$ cat src/rtl/scytale_encryption.sv
// scytale_encryption: byte-serial scytale (columnar transposition) encryptor.
// Buffers plaintext bytes until START_TOKEN, then streams key_N*key_M ciphertext
// bytes, one per cycle. Cells past the received length are emitted as PAD_CHAR.
// Ports: clk, rst_n (async, active low); data_i/valid_i plaintext in;
//        key_N (columns), key_M (rows); busy, data_o/valid_o ciphertext out.
module scytale_encryption #(
  parameter int              D_WIDTH       = 8,
  parameter int              KEY_WIDTH     = 8,
  parameter int              MAX_NOF_CHARS = 50,
  parameter logic [D_WIDTH-1:0] START_TOKEN = 8'hFA,
  parameter logic [D_WIDTH-1:0] PAD_CHAR    = 8'h00
) (
  input  logic                 clk,
  input  logic                 rst_n,
  input  logic [D_WIDTH-1:0]   data_i,
  input  logic                 valid_i,
  input  logic [KEY_WIDTH-1:0] key_N,
  input  logic [KEY_WIDTH-1:0] key_M,
  output logic                 busy,
  output logic [D_WIDTH-1:0]   data_o,
  output logic                 valid_o
);

  localparam int CW = $clog2(MAX_NOF_CHARS + 1);
  localparam int PW = 2 * KEY_WIDTH;

  typedef enum logic {LOAD = 1'b0, EMIT = 1'b1} state_t;

  state_t               state, state_nxt;
  logic [D_WIDTH-1:0]   mem [MAX_NOF_CHARS];
  logic [CW-1:0]        wr_cnt;
  logic [KEY_WIDTH-1:0] n_q, m_q, row, col;
  logic [PW-1:0]        len_q, emit_cnt;

  logic                 token, store, key_ok, emit_more;
  logic [PW-1:0]        prod, k;
  logic [CW-1:0]        rd_idx;
  logic [D_WIDTH-1:0]   rd_dat;
  logic                 busy_nxt, valid_nxt;
  logic [D_WIDTH-1:0]   data_nxt;

  // Token is recognised on any valid byte, but only acted on in LOAD.
  assign token  = valid_i && (data_i == START_TOKEN);
  assign prod   = PW'(key_N) * PW'(key_M);
  assign key_ok = (wr_cnt != '0) && (key_N != '0) && (key_M != '0) &&
                  (prod <= PW'(MAX_NOF_CHARS));
  assign store  = (state == LOAD) && valid_i && !token &&
                  (wr_cnt < CW'(MAX_NOF_CHARS));

  // emit_cnt == len_q marks the trailing cycle that returns to LOAD.
  assign emit_more = (emit_cnt != len_q);

  // Read address: row-major cell of the current (row, col) position.
  assign k      = PW'(row) * PW'(n_q) + PW'(col);
  assign rd_idx = CW'(k);
  assign rd_dat = (k < PW'(wr_cnt)) ? mem[rd_idx] : PAD_CHAR;

  // State register plus datapath counters.
  always_ff @(posedge clk or negedge rst_n) begin
    if (!rst_n) begin
      state    <= LOAD;
      wr_cnt   <= '0;
      n_q      <= '0;
      m_q      <= '0;
      len_q    <= '0;
      emit_cnt <= '0;
      row      <= '0;
      col      <= '0;
      busy     <= 1'b0;
      valid_o  <= 1'b0;
      data_o   <= '0;
    end else begin
      state   <= state_nxt;
      busy    <= busy_nxt;
      valid_o <= valid_nxt;
      data_o  <= data_nxt;
      case (state)
        LOAD: begin
          if (token) begin
            n_q      <= key_N;
            m_q      <= key_M;
            len_q    <= prod;
            emit_cnt <= '0;
            row      <= '0;
            col      <= '0;
            if (!key_ok) wr_cnt <= '0;
          end else if (store) begin
            wr_cnt <= wr_cnt + CW'(1);
          end
        end
        EMIT: begin
          if (emit_more) begin
            emit_cnt <= emit_cnt + PW'(1);
            // Walk down a column, then step to the next column.
            if (row == m_q - KEY_WIDTH'(1)) begin
              row <= '0;
              col <= col + KEY_WIDTH'(1);
            end else begin
              row <= row + KEY_WIDTH'(1);
            end
          end else begin
            wr_cnt <= '0;
          end
        end
        default: ;
      endcase
    end
  end

  // Plaintext storage; contents need no reset.
  always_ff @(posedge clk) begin
    if (store) mem[wr_cnt] <= data_i;
  end

  // Next-state logic.
  always_comb begin
    state_nxt = state;
    case (state)
      LOAD:    if (token && key_ok) state_nxt = EMIT;
      EMIT:    if (!emit_more)      state_nxt = LOAD;
      default: state_nxt = LOAD;
    endcase
  end

  // Next values of the registered outputs.
  always_comb begin
    busy_nxt  = 1'b0;
    valid_nxt = 1'b0;
    data_nxt  = '0;
    case (state)
      LOAD: busy_nxt = token && key_ok;
      EMIT: begin
        if (emit_more) begin
          busy_nxt  = 1'b1;
          valid_nxt = 1'b1;
          data_nxt  = rd_dat;
        end
      end
      default: ;
    endcase
  end

endmodule
$ cat config.mk
export PLATFORM = sky130hd
export DESIGN_NAME = scytale_encryption
export DESIGN_NICKNAME = d
export VERILOG_FILES = /design/src/rtl/scytale_encryption.sv
export SDC_FILE = /design/constraint.sdc
export NUM_CORES = 1
export LEC_CHECK = 0
export BUFFER_PORTS_ARGS = -buffer_cell sky130_fd_sc_hd__buf_2
export CORE_UTILIZATION = 55
export CTS_CLUSTER_SIZE = 14
export DETAILED_ROUTE_END_ITERATION = 6
export PLACE_DENSITY = 0.79
export SLEW_MARGIN = 5
export SYNTH_ARGS = -nofsm -noshare
export SYNTH_HDL_FRONTEND = slang
export SYNTH_SLANG_ARGS = --single-unit
$ cat constraint.sdc
create_clock -name clk -period 7.9 [get_ports clk]
set_clock_uncertainty 0.15 [all_clocks]
set_input_delay 1.58 -clock clk [delete_from_list [all_inputs] [get_ports clk]]
set_output_delay 1.58 -clock clk [all_outputs]
set_load 0.05 [all_outputs]
[After elaboration in Yosys (flattened, before gate mapping)]
Memory sizes are Yosys's and may differ from the RTL's.
Index checks and enable logic that the tools add are counted.
Cells by class
  add/subtract/negate cells: 6
  multiply operators: 2
  order comparisons: 3
  eq/ne operators: 9
  mux-type cells: 25
  bitwise operators: 1
  reductions and logical operators: 16
Operator list (count)
  $mux 8: 8
  $mul 8x8->16: 2
  $mux 16: 2
  $pmux 16 s2: 1
  $pmux 8 s2: 2
  $mux 6: 4
  $add 16x1->16 const B: 1
  $add 16x8->16: 1
  $add 8x1->8 const B: 2
  $le 16x6->1 const B: 1
  $lt 16x6->1: 1
  $ne 16x16->1: 1
  $reduce_bool 8->1: 2
  $pmux 6 s2: 1
  $eq 8x8->1: 1
  $eq 8x8->1 const B: 1
  $logic_and 1x1->1: 8
  $sub 8x1->8 const B: 1
  $add 6x1->6 const B: 1
  $lt 6x6->1 const B: 1
  $ne 3x3->1 const B: 2
  $reduce_and 3->1: 2
  $reduce_bool 6->1: 1
  $mux 1: 5
  other kinds (6): 10
Word-level totals
  register bits: 81
  bits in writable memories: 400
  input bits: 27
  logic and storage cells: 74
  memories: 1
Memories
  mem: words 50, width 8, rd ports 1, clocked after memory_dff 0, write ports 1, RTL line 30  | logic [D_WIDTH-1:0] mem [MAX_NOF_CHARS];

[Depth between registers and ports, before layout]
Gate-level depths: netlist (run 1).
  word-level depth: 8
  mapped depth: 21

[Worst setup path before layout (run 1)]
Ideal clock, no wire load.
  kind: input to register
  from: in key_N[5]
  to: reg wr_cnt[0]
  setup time: 140 ps
  data arrival time: 5714 ps
  setup slack: 1896 ps
  stages on the path: 18
  cell sequence: clkbuf_1 > nand2_1 > fa_1 > fa_1 > inv_1 > fa_1 > inv_1 > fa_1 > inv_1 > ha_1 > nand3_1 > o2111ai_1 > a311oi_1 > xnor2_1 > nor3_1 > and3_1 > a31oi_1 > a31oi_1
Between the ends
  cells in the longest elaborated chain, start to end: 6
  elaborated cells on any way between the ends: 8
  those cells by class: 1 x mul; 1 x order compare; 1 x eq/ne; 5 x reduce/logical
RTL lines
  start, declared: RTL line 17  | input logic [KEY_WIDTH-1:0] key_N,
  branches (longest 3 deep; another with $mul 8x8->16)
  $logic_and 1x1->1 *: RTL line 45  | assign key_ok = (wr_cnt != '0) && (key_N != '0) && (key_M != '0) &&
  $ne 3x3->1 (no source line) *
  $reduce_and 3->1 (no source line) *
  end signal, assigned: RTL line 88  | wr_cnt <= wr_cnt + CW'(1);
  end, declared: RTL line 31  | logic [CW-1:0] wr_cnt;
Every way passes the cells marked *.
A chain may end at the register's enable or synchronous reset.

[Final worst setup path (run 1)]
  from: reg row[3]
  to: reg data_o[5]
Between the ends
  cells in the longest elaborated chain, start to end: 6
  elaborated cells on any way between the ends: 7
  those cells by class: 1 x add/sub; 1 x mul; 1 x order compare; 3 x mux; 1 x memory
RTL lines
  start, declared: RTL line 32  | logic [KEY_WIDTH-1:0] n_q, m_q, row, col;
  start signal, assigned: RTL line 99  | row <= row + KEY_WIDTH'(1);
  $mul 8x8->16 *: RTL line 54  | assign k = PW'(row) * PW'(n_q) + PW'(col);
  $add 16x8->16 *: RTL line 54
  $lt 16x6->1 or $mem_v2 50x8 (tied branches)
  $mux 8 *: RTL line 56  | assign rd_dat = (k < PW'(wr_cnt)) ? mem[rd_idx] : PAD_CHAR;
  $mux 8 *: RTL line 133  | if (emit_more) begin
  $mux 8 *: RTL line 130  | case (state)
  named net data_nxt[5]: RTL line 40  | logic [D_WIDTH-1:0] data_nxt;
  end signal, assigned: RTL line 76  | data_o <= data_nxt;
  end, declared: RTL line 20  | output logic [D_WIDTH-1:0] data_o,
Mark *: on every way through the listed nets, which the timed path passes. The rest lies on a longest branch.

==> results of run 1 <==
## cell families after synthesis
kind of cell / after synthesis
XOR/XNOR: 64
flip-flops: 480
buffers and inverters: 215
adder cells (fa/ha/maj): 163
AO/OA/AOI/OAI: 111
AND/OR/NAND/NOR: 439
multiplexers: 143
## worst max-delay path, delay by kind of cell (launching register included)
kind,cells,cell delay (ns)
xor+xnor,1,0.17
simple gates,4,1.29
buf+inv,4,0.40
compound gates,4,0.88
fa+ha+maj,7,2.55
flops,1,0.59
## layout make-up
cell class | instances | share of cell area
well taps | 585 | 0.0279
repair buffers | 51 | 0.0112
clock inverters | 18 | 0.00701
clock buffers | 69 | 0.0507
flip-flops and latches | 480 | 0.534
multi-input cells | 920 | 0.348
inverters | 148 | 0.0212
## through the flow
step           power [uW]   util
6_report             6020  0.609
5_1_grt              6240  0.609
4_1_cts              6030  0.609
3_5_place_dp         3850  0.574
3_3_place_gp         3830  0.574
2_1_floorplan        3580      -
## power breakdown
| part | total (uW) | switching (uW) | internal [uW] |
|---|---|---|---|
| Sequential | 2930 | 72.3 | 2860 |
| Combinational | 895 | 556 | 339 |
| Clock | 2190 | 951 | 1240 |
| Total | 6020 | 1580 | 4440 |
## sequential cells by signal (all words and copies together), names as in the netlist
register	flops
n_q	8
m_q	8
busy	1
data_o	8
wr_cnt	6
row	8
valid_o	1
mem	400
emit_cnt	16
len_q	16
col	8
## metal layers
metal	vias up	track usage	routed length (microns)
met5	-	0	13
met3	126	0.0501	4500
met1	6853	0.329	20000
met2	625	0.403	26000
li1	5951	-	-
met4	2	0.0960	1960
## worst paths after layout
path,end,slack (ns),cells past startpoint
worst min-delay path,len_q[11]$_DFFE_PN0P_,0.36,2
worst max-delay path,data_o[5]$_DFF_PN0_,1.77,20
worst min register to register,len_q[11]$_DFFE_PN0P_,0.36,2
worst max register to register,data_o[5]$_DFF_PN0_,1.77,20
min in group asynchronous,n_q[7]$_DFFE_PN0P_,0.67,1
max in group asynchronous,len_q[6]$_DFFE_PN0P_,5.79,2
## cell usage in the layout (no fill, tap or decap), types with 15 or more instances in the layout
master,synthesis,layout
xor2_1,21,21
edfxtp_1,400,400
ha_1,83,81
nor2_1,104,104
nand4_1,16,16
inv_1,145,145
buf_4,2,16
fa_1,80,80
clkbuf_1,44,16
nand2_1,150,150
dfrtp_1,80,80
o21ai_0,15,15
mux4_2,128,128
nand3_1,25,25
buf_2,7,35
a21oi_1,23,23
and2_1,82,81
clkbuf_16,0,48
xnor2_1,43,43
## cell usage after synthesis, types with 2 or more instances
master,number
o21ai_0,15
edfxtp_1,400
buf_6,5
and2_1,82
mux4_2,128
o41ai_4,2
o21a_1,9
or3_1,9
a311oi_1,2
dfrtp_1,80
o31ai_1,2
buf_2,7
fa_1,80
a31oi_1,7
nand3b_1,3
o31a_1,2
inv_2,3
mux2_2,14
nand2b_1,4
and3_1,7
o2111ai_1,3
nor2b_1,4
a22o_1,2
nor4_1,9
a211oi_1,5
inv_1,145
nor2_1,104
nor3b_1,8
o41ai_1,2
a21oi_1,23
buf_1,9
nand2_1,150
a21o_1,9
or4_1,3
xor2_1,21
o211ai_1,6
ha_1,83
nand3_1,25
nand4_1,16
buf_4,2
o21ai_1,10
clkbuf_1,44
xnor2_1,43
nor3_1,12
or2_1,2
==> run_results.csv, run 1 <==
group,metric,value,unit
outcome,status,"finished, final reports clean",
floorplanning,dieArea,44500,sq um
cts,numCtsBuffers,47,
cts,path_clk_slew,0.06,ns
setup_path,cp.arrival,6.44,ns
floorplanning,start_util,0.557,
synthesis,synth_compound_area_frac,0.0325,
timing,finalSetupViolCount,0,
floorplanning,core,43100,sq um
synthesis,yosysWarnings,0,
timing,rsz0062_at_grt,"false",
placed_design,pre_cts_ws,1.51,ns
detailed_routing,wl_per_cell,23.1,microns
pwr,cellLeakagePower,0.00969,uW
synthesis,yosys.area_share.simple,0.0869,
setup_path,crit_start,"row[3]$_DFFE_PN0P_",
global_route,grt_pass1_wl,82.1,mm
layout,fin_cells,2271,
timing,maxSlewViolCount,0,
layout,area_growth_syn_to_layout,9.43,%
floorplanning,rows,76,
layout,fill_cells,3071,
cts,holdBufCountCts,0,
synthesis,synth_top_family_by_area,"multiplexers",
layout,num_antenna_cells,0,
cts,postCtsSetupBuffers,0,
detailed_routing,drt_iter0_markers,1360,
timing,finalHoldViolations,0,
hold_path,hp-class,"reg2reg",
synthesis,synth_area_leaders,"edfxtp_1, mux4_2, dfrtp_1",
detailed_routing,vias,13600,
synthesis,ys_seq_area_frac,0.584,
layout,finish.net_count,1838,
detailed_routing,drtPass1Iterations,5,
synthesis,yosys-mux-area-fraction,0.127,
synthesis,netlist.top_cell.by_area,"edfxtp_1",
detailed_routing,vias_per_cell,5.97,
placed_design,io_buffer_count,36,
job,max_cap_violations,0,
placed_design,dp_hpwl,32.8,mm
synthesis,synth-adder-area-share,0.110,
cts,cts_tree,"yes",
setup_path,cp_cell_sequence,"nand2_1, fa_1, inv_1, ha_1, ha_1, inv_1, fa_1, inv_1, ha_1, fa_1, xnor2_1, inv_2, ha_1, a221o_1, a21oi_1, o211ai_1, a311o_1, nor4_1, nand4_1, nor3b_1",
setup_path,crit_required,8.21,ns
setup_path,crit_type,"reg2reg",
pwr,powerDensity,229,nW/um^2
cts,ctsRootBufferMaster,"clkbuf_16",
setup_path,slowest_stage,"dfrtp_1",
synthesis,syn-cell-area,24000,sq um
floorplanning,fp.dieH,211,microns
hold_path,min_from,"len_q[11]$_DFFE_PN0P_",
layout,seq_area,14000,sq um
synthesis,synthFlopType,"edfxtp_1",
timing,timing.fmax,0.163,GHz
global_route,grt.total_usage,0.247,
global_route,antenna_found_initial,1,
detailed_routing,finalWirelength,52.5,mm
detailed_routing,ant_nets,0,
placed_design,placed_area,24700,sq um
timing,fin_setup_tns,0,ns
pwr,peakVddDrop,0.209,mV
timing,timing.final.crit_period,6.13,ns
cts,cts.sinks,480,
synthesis,syn_nets,1805,
synthesis,async_flop_share,0.167,
cts,cts_max_level,2,
setup_path,reg2reg_from,"row[3]$_DFFE_PN0P_",
timing,hold_slack,0.358,ns
setup_path,end_kind,"flip-flop",
detailed_routing,drc,0,
layout,drive_gt1_frac,0.160,
setup_path,slowest_delay,0.59,ns
placed_design,dpl.cell_count,2184,
setup_path,path_common_cell,"ha_1",
cts,clkLatencyLatePin,0.58,ns
cts,max-clock-path-buffers,3,
global_route,overflow,0,
placed_design,routabilityCongestion,0.858,
synthesis,synth_seq_cells,480,
layout,finalInstanceArea,26300,sq um
timing,max_slew_margin,0.339,
timing,fin_crit_sh,0.775,
floorplanning,die_w,211,microns
global_route,grt_pass1_vias,13900,
cts,cts_resized,0,
timing,fin_ws,1.77,ns
synthesis,avgSynthCellArea,14.9,sq um
floorplanning,boundaryPins,37,
synthesis,synth-edff-count,400,
global_route,grt_start_max_net_pins,77,
setup_path,start_kind,"flip-flop",
setup_path,path_max_fanout,13,
layout,multi_input_area,9140,sq um
synthesis,synth_top_area_share,0.501,
synthesis,synth-xor-area-share,0.0234,
timing,worstMarginPinSlew,0.991,ns
synthesis,synth.distinct_cells,59,
synthesis,syn_inst,1615,
(Power assumes the default switching activity.)
==> inputs of run 2 (changes only) <==
--- a/config.mk
+++ b/config.mk
@@ -9,7 +9,7 @@
 export CORE_UTILIZATION = 55
 export CTS_CLUSTER_SIZE = 14
 export DETAILED_ROUTE_END_ITERATION = 6
-export PLACE_DENSITY = 0.79
+export PLACE_DENSITY = 0.82
 export SLEW_MARGIN = 5
 export SYNTH_ARGS = -nofsm -noshare
 export SYNTH_HDL_FRONTEND = slang
==> constraint.sdc (replaced) <==
create_clock -name clk -period 4.9 [get_ports clk]
set_clock_uncertainty 0.15 [all_clocks]
set_input_delay 0.98 -clock clk [delete_from_list [all_inputs] [get_ports clk]]
set_output_delay 0.98 -clock clk [all_outputs]
set_load 0.05 [all_outputs]
==> run 2 against run 1 <==
  * The flow now finishes with violations (setup timing)
  * Cell count grew 5.0%
  * Count of clock-buffer cells in the layout is 16 lower
  * Global-route usage rose by 1.8 points
  * Core utilization up 3.1 points
  * Sequential power is 61% higher
  * Critical path depth rose by 1
  * Worst hold slack got worse by 0.010 ns
  * Critical endpoint is now data_o[6]$_DFF_PN0_
  * Highest routed layer is now met4
==> run_results.csv, run 2 (same netlist as run 1, synthesis figures left out) <==
group,metric,value,unit
layout,finalInstanceArea,27600,sq um
global_route,grt_start_max_net_pins,81,
floorplanning,boundaryPins,37,
global_route,overflow,0,
setup_path,cp.arrival,5.49,ns
placed_design,routabilityCongestion,0.860,
detailed_routing,drt_iter0_markers,1481,
setup_path,r2r_end,"data_o[6]$_DFF_PN0_",
timing,maxSlewViolCount,0,
cts,holdBufCountCts,0,
setup_path,end_kind,"flip-flop",
timing,timing.fmax,0.195,GHz
hold_path,whs_path_depth,2,
layout,drive_gt1_frac,0.242,
outcome,violations,"setup timing",
cts,ctsRootBufferMaster,"clkbuf_16",
layout,top_regs,"mem (400), emit_cnt (16), len_q (16)",
cts,clkLatencyLatePin,0.62,ns
cts,cts_max_level,2,
timing,worstMarginPinSlew,1.09,ns
layout,area_growth_syn_to_layout,15.0,%
detailed_routing,finalWirelength,56.7,mm
outcome,status,"finished, violations left",
cts,cts.sinks,480,
floorplanning,fp.dieH,211,microns
placed_design,placed_area,25700,sq um
detailed_routing,wl_per_cell,23.8,microns
layout,finish.net_count,1952,
floorplanning,dieArea,44500,sq um
floorplanning,start_util,0.557,
cts,max-clock-path-buffers,3,
global_route,grt_pass1_wl,87.5,mm
cts,cts_tree,"yes",
floorplanning,die_w,211,microns
timing,finalSetupViolCount,8,
setup_path,r2r_slack,-0.22,ns
detailed_routing,drc,0,
placed_design,io_buffer_count,36,
layout,top_register,"mem",
pwr,power,10500,uW
global_route,grt_pass1_vias,14900,
layout,num_antenna_cells,0,
cts,numCtsBuffers,48,
setup_path,crit_required,5.27,ns
pwr,cellLeakagePower,0.0104,uW
hold_path,hp-class,"reg2reg",
layout,largest_reg_flops,400,
floorplanning,core,43100,sq um
pwr,peakVddDrop,0.517,mV
timing,rsz0062_at_grt,"true",
setup_path,path_max_fanout,8,
cts,path_clk_slew,0.06,ns
layout,final_cell_mix,"edfxtp_1, nand2_1, inv_1",
timing,hold_slack,0.348,ns
job,max_cap_violations,0,
setup_path,reg2reg_from,"n_q[0]$_DFFE_PN0P_",
placed_design,dp_hpwl,36.2,mm
layout,post-route-util,0.641,
pwr,powerDensity,380,nW/um^2
timing,fin_crit_sh,1.04,
detailed_routing,drtPass1Iterations,5,
setup_path,start_kind,"flip-flop",
floorplanning,rows,76,
setup_path,crit_type,"reg2reg",
setup_path,rr_worst_depth,21,
timing,finalHoldViolations,0,
detailed_routing,ant_nets,0,
timing,timing.final.crit_period,5.12,ns
timing,max_slew_margin,0.269,
placed_design,dpl.cell_count,2288,
layout,fin_cells,2384,
detailed_routing,vias,14200,
detailed_routing,vias_per_cell,5.94,
global_route,grt.total_usage,0.266,
layout,layout_commonest_cell,"edfxtp_1",
global_route,antenna_found_initial,0,
timing,fin_ws,-0.220,ns
hold_path,min_to,"len_q[11]$_DFFE_PN0P_",
hold_path,min_from,"len_q[11]$_DFFE_PN0P_",
==> run 2: cell count changes in the layout (fill, tap and decap cells not counted), moves of 6 or more <==
cell,delta
bufinv_16,+6
ha_4,+8
clkbuf_1,-11
ha_1,-11
buf_4,+108
clkinv_1,+9
==> run 2: what timing repair did <==
item | CTS | global route
setup endpoints to repair | 8 | 15
setup buffers | 4 | 6
resized for setup | 13 | 28
pin swaps | 3 | 23
==> run 2: worst max-delay path by stage <==
stage | endpoint | cells after the start | slack (ns) | start
2_1_floorplan | wr_cnt[0]$_DFFE_PN0P_ | 16 | -0.12 | key_N[4]
3_3_place_gp | wr_cnt[4]$_DFFE_PN0P_ | 17 | -0.46 | key_M[2]
3_5_place_dp | wr_cnt[0]$_DFFE_PN0P_ | 17 | -0.57 | key_N[3]
4_1_cts | data_o[6]$_DFF_PN0_ | 21 | -0.28 | n_q[0]$_DFFE_PN0P_
5_1_grt | data_o[6]$_DFF_PN0_ | 21 | -0.48 | n_q[1]$_DFFE_PN0P_
6_report | data_o[6]$_DFF_PN0_ | 21 | -0.22 | n_q[0]$_DFFE_PN0P_
==> run 2: critical path, cell delays in order, from the launching register on <==
cell and delay [ns]:
dfrtp_2 0.44, nand2_1 0.10, fa_1 0.43, fa_1 0.49
inv_1 0.04, ha_1 0.28, inv_2 0.04, fa_1 0.51
inv_2 0.05, fa_2 0.41, xnor2_2 0.19, inv_4 0.06
ha_4 0.24, a221o_1 0.29, a21oi_1 0.11, o211ai_1 0.11
a311o_1 0.30, nor4_2 0.15, nand4_1 0.14, buf_6 0.16
nor3b_2 0.18, buf_4 0.16
==> run 2: stage by stage <==
step           setup slack [ns]  setup TNS [ns]
6_report                 -0.220           -1.18
2_1_floorplan            -0.119           -1.42
4_1_cts                  -0.279           -1.53
3_3_place_gp             -0.457           -4.59
3_5_place_dp             -0.570           -5.75
5_1_grt                  -0.476           -3.31
==> run 2: final cells by class <==
cell class | instances | area, sq um
Tap cell | 585 | 732
Timing Repair Buffer | 164 | 1190
Inverter | 148 | 558
Clock buffer | 53 | 1220
Sequential cell | 480 | 14000
Fill cell | 2911 | 15500
Clock inverter | 34 | 444
Multi-Input combinational cell | 920 | 9430
==> run 2: report_power, final <==
part / total (uW) / internal (uW) / switching, uW
clock network: 3850 / 2240 / 1610
registers: 4720 / 4610 / 119
logic: 1910 / 845 / 1070
==> run 2: metal layers <==
metal,wire [microns],track usage,share of wire,vias to the layer above
li1,-,-,-,6184
met1,21400,0.342,0.38,7177
met2,28800,0.448,0.51,673
met3,4240,0.0422,0.075,123
met4,2370,0.118,0.042,0
met5,0,0,0,-
